--- src/rtl/uart_tx_typed_chunk_encoder_pkg.sv ---
// Frame constants and FSM state encoding for the typed-chunk encoder.
// The receiver imports the same package.
package uart_tx_typed_chunk_encoder_pkg;

    localparam logic [7:0] CHUNK_START = 8'h00;
    localparam logic [7:0] CHUNK_ESC   = 8'h00;
    localparam logic [7:0] CHUNK_END   = 8'h01;

    // Values are fixed so that both ends of the link decode state dumps alike.
    typedef enum logic [3:0] {
        ST_IDLE          = 4'd0,
        ST_SEND_START    = 4'd1,
        ST_SEND_TYPE     = 4'd2,
        ST_SEND_BYTE     = 4'd3,
        ST_SEND_NULL_ESC = 4'd4,
        ST_SEND_END_ESC  = 4'd5,
        ST_SEND_END      = 4'd6,
        ST_DONE          = 4'd7,
        ST_ERROR         = 4'd8
    } chunk_state_e;

    function automatic logic is_send_state(input chunk_state_e s);
        return s inside {ST_SEND_START, ST_SEND_TYPE, ST_SEND_BYTE,
                         ST_SEND_NULL_ESC, ST_SEND_END_ESC, ST_SEND_END};
    endfunction

endpackage

--- src/rtl/uart_tx_typed_chunk_encoder_handshake.sv ---
// Per-byte handshake with the UART TX core: one start pulse on entry to a
// send state, then wait for tx_done before allowing the FSM to advance.
module uart_tx_byte_handshake (
    input  logic clk_i,
    input  logic rst_i,
    input  logic send_i,
    input  logic tx_done_i,
    output logic tx_start_o,
    output logic advance_o
);

    logic wait_q;
    logic wait_d;

    always_comb begin
        tx_start_o = send_i & ~wait_q;
        // tx_done outside the waiting window (including the start cycle) is dropped.
        advance_o  = send_i & wait_q & tx_done_i;
        wait_d     = wait_q;
        if (!send_i || advance_o) begin
            wait_d = 1'b0;
        end else if (tx_start_o) begin
            wait_d = 1'b1;
        end
    end

    always_ff @(posedge clk_i or posedge rst_i) begin
        if (rst_i) begin
            wait_q <= 1'b0;
        end else begin
            wait_q <= wait_d;
        end
    end

endmodule

--- src/rtl/uart_tx_typed_chunk_encoder.sv ---
// Serialises one typed payload chunk into an escaped byte stream:
// 00, type, payload (00 doubled), 00 01.
module uart_tx_typed_chunk_encoder
    import uart_tx_typed_chunk_encoder_pkg::*;
#(
    parameter int CONTENT_BUFFER_BYTE_SIZE = 3,
    parameter int BYTE_COUNT_WIDTH         = 8
) (
    input  logic                                  CLK,
    input  logic                                  RST,
    input  logic [7:0]                            chunk_type,
    input  logic [CONTENT_BUFFER_BYTE_SIZE*8-1:0] chunk_bytes,
    input  logic [BYTE_COUNT_WIDTH-1:0]           chunk_byte_size,
    input  logic                                  is_chunk_valid,
    output logic                                  is_encoder_ready,
    output logic                                  is_chunk_sent,
    output logic                                  is_chunk_error,
    output logic [7:0]                            tx_data,
    output logic                                  is_tx_start,
    input  logic                                  is_tx_done
);

    localparam logic [BYTE_COUNT_WIDTH-1:0] SIZE_MAX =
        BYTE_COUNT_WIDTH'(CONTENT_BUFFER_BYTE_SIZE);

    chunk_state_e state_q;
    chunk_state_e state_d;
    logic [BYTE_COUNT_WIDTH-1:0] idx_q;
    logic [BYTE_COUNT_WIDTH-1:0] idx_d;
    logic [BYTE_COUNT_WIDTH-1:0] idx_next;

    logic [7:0]                            type_q;
    logic [CONTENT_BUFFER_BYTE_SIZE*8-1:0] bytes_q;
    logic [BYTE_COUNT_WIDTH-1:0]           size_q;

    logic       accept;
    logic       send_active;
    logic       advance;
    logic [7:0] cur_byte;

    assign accept      = is_chunk_valid && (state_q == ST_IDLE);
    assign send_active = is_send_state(state_q);
    assign idx_next    = idx_q + 1'b1;
    assign cur_byte    = bytes_q[{idx_q, 3'b000} +: 8];

    uart_tx_byte_handshake u_handshake (
        .clk_i      (CLK),
        .rst_i      (RST),
        .send_i     (send_active),
        .tx_done_i  (is_tx_done),
        .tx_start_o (is_tx_start),
        .advance_o  (advance)
    );

    always_comb begin
        state_d          = state_q;
        idx_d            = idx_q;
        is_encoder_ready = (state_q == ST_IDLE);
        is_chunk_sent    = (state_q == ST_DONE);
        is_chunk_error   = (state_q == ST_ERROR);
        case (state_q)
            ST_IDLE: begin
                if (is_chunk_valid) begin
                    idx_d = '0;
                    // Deciding on the live inputs equals deciding on the values latched this edge.
                    if (chunk_type == 8'h00 || chunk_byte_size > SIZE_MAX) begin
                        state_d = ST_ERROR;
                    end else begin
                        state_d = ST_SEND_START;
                    end
                end
            end
            ST_SEND_START: begin
                if (advance) state_d = ST_SEND_TYPE;
            end
            ST_SEND_TYPE: begin
                if (advance) state_d = (size_q != '0) ? ST_SEND_BYTE : ST_SEND_END_ESC;
            end
            ST_SEND_BYTE: begin
                if (advance) begin
                    if (cur_byte == CHUNK_ESC) begin
                        state_d = ST_SEND_NULL_ESC;
                    end else begin
                        idx_d   = idx_next;
                        state_d = (idx_next < size_q) ? ST_SEND_BYTE : ST_SEND_END_ESC;
                    end
                end
            end
            ST_SEND_NULL_ESC: begin
                if (advance) begin
                    idx_d   = idx_next;
                    state_d = (idx_next < size_q) ? ST_SEND_BYTE : ST_SEND_END_ESC;
                end
            end
            ST_SEND_END_ESC: begin
                if (advance) state_d = ST_SEND_END;
            end
            ST_SEND_END: begin
                if (advance) state_d = ST_DONE;
            end
            ST_DONE:  state_d = ST_IDLE;
            ST_ERROR: state_d = ST_IDLE;
            default:  state_d = ST_IDLE;
        endcase
    end

    // tx_data depends only on registered state, so it holds while waiting for tx_done.
    always_comb begin
        tx_data = 8'h00;
        case (state_q)
            ST_SEND_START:    tx_data = CHUNK_START;
            ST_SEND_TYPE:     tx_data = type_q;
            ST_SEND_BYTE:     tx_data = cur_byte;
            ST_SEND_NULL_ESC: tx_data = CHUNK_ESC;
            ST_SEND_END_ESC:  tx_data = CHUNK_ESC;
            ST_SEND_END:      tx_data = CHUNK_END;
            default:          tx_data = 8'h00;
        endcase
    end

    always_ff @(posedge CLK or posedge RST) begin
        if (RST) begin
            state_q <= ST_IDLE;
            idx_q   <= '0;
        end else begin
            state_q <= state_d;
            idx_q   <= idx_d;
        end
    end

    always_ff @(posedge CLK) begin
        if (accept) begin
            type_q  <= chunk_type;
            bytes_q <= chunk_bytes;
            size_q  <= chunk_byte_size;
        end
    end

endmodule

--- config.mk ---
export PLATFORM = sky130hd
export DESIGN_NAME = uart_tx_typed_chunk_encoder
export DESIGN_NICKNAME = d
export VERILOG_FILES = /design/src/rtl/uart_tx_typed_chunk_encoder_pkg.sv /design/src/rtl/uart_tx_typed_chunk_encoder_handshake.sv /design/src/rtl/uart_tx_typed_chunk_encoder.sv
export SDC_FILE = /design/constraint.sdc
export NUM_CORES = 1
export LEC_CHECK = 0
export ABC_CLOCK_PERIOD_IN_PS = 3000
export CORE_ASPECT_RATIO = 0.5
export CORE_MARGIN = 2
export CORE_UTILIZATION = 50
export CTS_BUF_LIST = sky130_fd_sc_hd__clkbuf_4
export CTS_CLUSTER_DIAMETER = 100
export DETAILED_ROUTE_END_ITERATION = 10
export PLACE_DENSITY = 0.83
export SLEW_MARGIN = 15
export SYNTH_ARGS = -nofsm -noshare
export SYNTH_HDL_FRONTEND = slang
export SYNTH_SLANG_ARGS = --single-unit
--- constraint.sdc ---
create_clock -name CLK -period 3 [get_ports CLK]
set_clock_uncertainty 0.2 [all_clocks]
set_input_delay 0.6 -clock CLK [delete_from_list [all_inputs] [get_ports CLK]]
set_output_delay 0.6 -clock CLK [all_outputs]
set_load 0.02 [all_outputs]
==> reports/metrics.yaml <==
via_per_inst: 5.60
drv_slew: 0
status: "completed"
crit_family: "buffers and inverters"
required_ns: 2.20
hold_buffers: 0
clkLatencyLatePin_ns: 0.40
critPathArrivalTime_ns: 2.12
nNetsFinal: 324
synthArstFlopShare_pct: 24.5
grt_pass1_wl_um: 9140
power_switching_uw: 304
yosys.area.top_type_share_pct: 45.1
hold_slack_ns: 0.299
first_iter_violations: 103
placedCellCount: 335
die_w_um: 107
rr_startpoint: "idx_q[0]"
wl_um: 5560
antenna_found_initial: 0
rsz0062_at_grt: "false"
grt_pass1_vias: 1922
overflow: 0
seq_area_frac_synth_pct: 57.3
cts_buffers: 5
cts_tree: "yes"
p_int_uw: 1080
worstReg2RegEnd: "state_q[2]"
p_per_area_nw_per_um2: 407
synth_fp_nets: 259
postLayoutCoreUtil_pct: 67.8
yosysTopAreaCell: "edfxtp_1"
synth_commonest_cells: "edfxtp_1 (40), dfrtp_1 (13), inv_1 (13), nand2_1 (13), nor2_1 (13)"
drv_cap: 0
path_cells: "buf_4 -> nor3_4 -> and2_1 -> clkdlybuf4s50_1"
grt_use_met3_pct: 4.68
layout_worst_path_cycle_share_pct: 97.3
place.detailed.hpwl_um: 4220
dr.pass1.iters: 4
p_comb_share_pct: 10.2
synth-edff-count: 40
syn_inst: 207
crit_buf_inv: 2
area_growth_pct: 27.7
cts-root-buf: "clkbuf_4"
multiInputGateArea_um2: 1030
r2r_slack_ns: 0.25
globalRoute.busiestLayer: "met2"
crit_fanout: 12
cts_setup_buffers: 0
route.vias.total: 1914
clock_sinks: 53
synth_warnings: 0
io_buffers: 55
worst_slew_pin_slew_ns: 0.697
use_met1_pct: 25.6
p_clk_share_pct: 29.1
cpPeakStageDelay_ns: 0.61
fin_crit_ns: 2.92
min_path_type: "in -> async"
relSlewSlack_pct: 53.4
slowest_stage: "clkdlybuf4s50_1"
critical_path_class: "reg -> out"
gp_congestion: 0.870
initial_core_util_pct: 53.1
syn_area_um2: 2670
synth_seq_cells: 53
die_area_um2: 5970
ctsLongestPathBuffers: 2
setup_viol: 0
grt_max_degree: 22
leakage_uw: 0.00132
fill_cells: 359
seq_area_um2: 1530
drive_gt1_share_pct: 14.3
ios: 56
synth_area_leaders: "edfxtp_1 (45%), dfrtp_1 (12%), ha_1 (3.8%)"
endpoint_kind: "output pin"
fp.dieH_um: 55.6
drt_drc_violations_left: 0
swShare_pct: 21.9
core_um2: 5020
finalNonFillerCells: 342
ys_types: 52
fin_setup_tns_ns: 0
ant_nets: 0
rows: 18
synth_ff_type: "edfxtp_1"
worst_setup_path_start_kind: "register"
synth_most_common_cell: "edfxtp_1"
ff2ff_path_depth: 11
finalHoldViolations: 0
wire_per_inst_um: 16.3
seq_power_share_pct: 60.7
antenna-diode-count: 0
clkTransAtPathRegs_ns: 0.16
grt.total_usage_pct: 20.2
met2_usage_pct: 33.3
ir_drop_mv: 0.237
max_freq_mhz: 343
h-tree-depth: 2
avgSynthCellArea_um2: 12.9
## cells by family after synthesis
group                    Yosys count  share of synthesized area, %
AO/OA/AOI/OAI                     49                          15.7
XOR/XNOR                           5                          1.64
adder cells (fa/ha/maj)            8                          3.76
buffers and inverters             22                          4.37
flip-flops                        53                          57.3
multiplexers                      11                          4.65
AND/OR/NAND/NOR                   59                          12.6
## through the flow
step | instance area (um^2) | setup slack, ns | total power, uW
after global routing | 3400 | 0.00190 | 1440
after global placement | 3330 | 0.271 | 995
after floorplan | 2670 | 0.187 | 915
final | 3400 | 0.0803 | 1390
after CTS | 3400 | 0.0593 | 1400
after detailed placement | 3330 | 0.212 | 1000
## layout make-up
type                    count  share of cell area, %
repair buffers             67                   18.5
multi-input cells         132                   30.4
well taps                  70                   2.57
clock buffers               5                   1.10
flip-flops and latches     53                   44.9
clock inverters             2                   1.14
inverters                  13                   1.43
## worst max-delay path by stage
stage                     slack [ns]             end  depth (start not counted)        from
after floorplan                 0.19        idx_q[5]                          7  state_q[3]
after global placement          0.27      tx_data[1]                          5  state_q[3]
after detailed placement        0.21      tx_data[6]                          5  state_q[3]
after CTS                       0.06      tx_data[6]                          6    idx_q[1]
after global routing           0.002      state_q[2]                         11    idx_q[0]
final                           0.08  is_chunk_error                          4  state_q[2]
## sequential cells by signal, summed over array words and instances (netlist names)
register / cells
type_q: 8
u_handshake.wait_q: 1
state_q: 4
size_q: 8
idx_q: 8
bytes_q: 24
## placed cells by master, fill, tap and decap left out, drive strengths merged, types with 2 or more instances in the layout
cell and n:
a2111oi 2, a21oi 7, a22o 8, a31o 2, a32o 2, and2 3, buf 12, clkbuf 6
clkdlybuf4s15 3, clkdlybuf4s50 47, dfrtp 13, dlygate4sd2 4, edfxtp 40, ha 8, inv 14, mux2 2
mux2i 9, nand2 13, nand2b 3, nand3 2, nand4 2, nor2 14, nor3 6, nor4 7
o21ai 9, o2bb2ai 9, o31ai 2, o41ai 2, or2 3, or4 2, xnor2 3, xor2 2
## timing repair
item / 4_1_cts / 5_1_grt
gates cloned: 0 / 0
resized for setup: 10 / 6
pin swaps: 0 / 1
endpoints found under the setup margin: 9 / 6
## power groups by stage
stage / combinational, uW / clock, uW / sequential, uW
after CTS: 143 / 413 / 842
after detailed placement: 142 / 0 / 858
after floorplan: 59.2 / 0 / 856
after global placement: 138 / 0 / 857
final: 141 / 404 / 842
after global routing: 154 / 440 / 845
## metal layers
metal  up-vias  share of wire, %
li1        929                 -
met3        10               4.6
met4         0               2.2
met1       923                43
met2        52                50
met5         -                 0
Power figures use the tool's default switching activity.
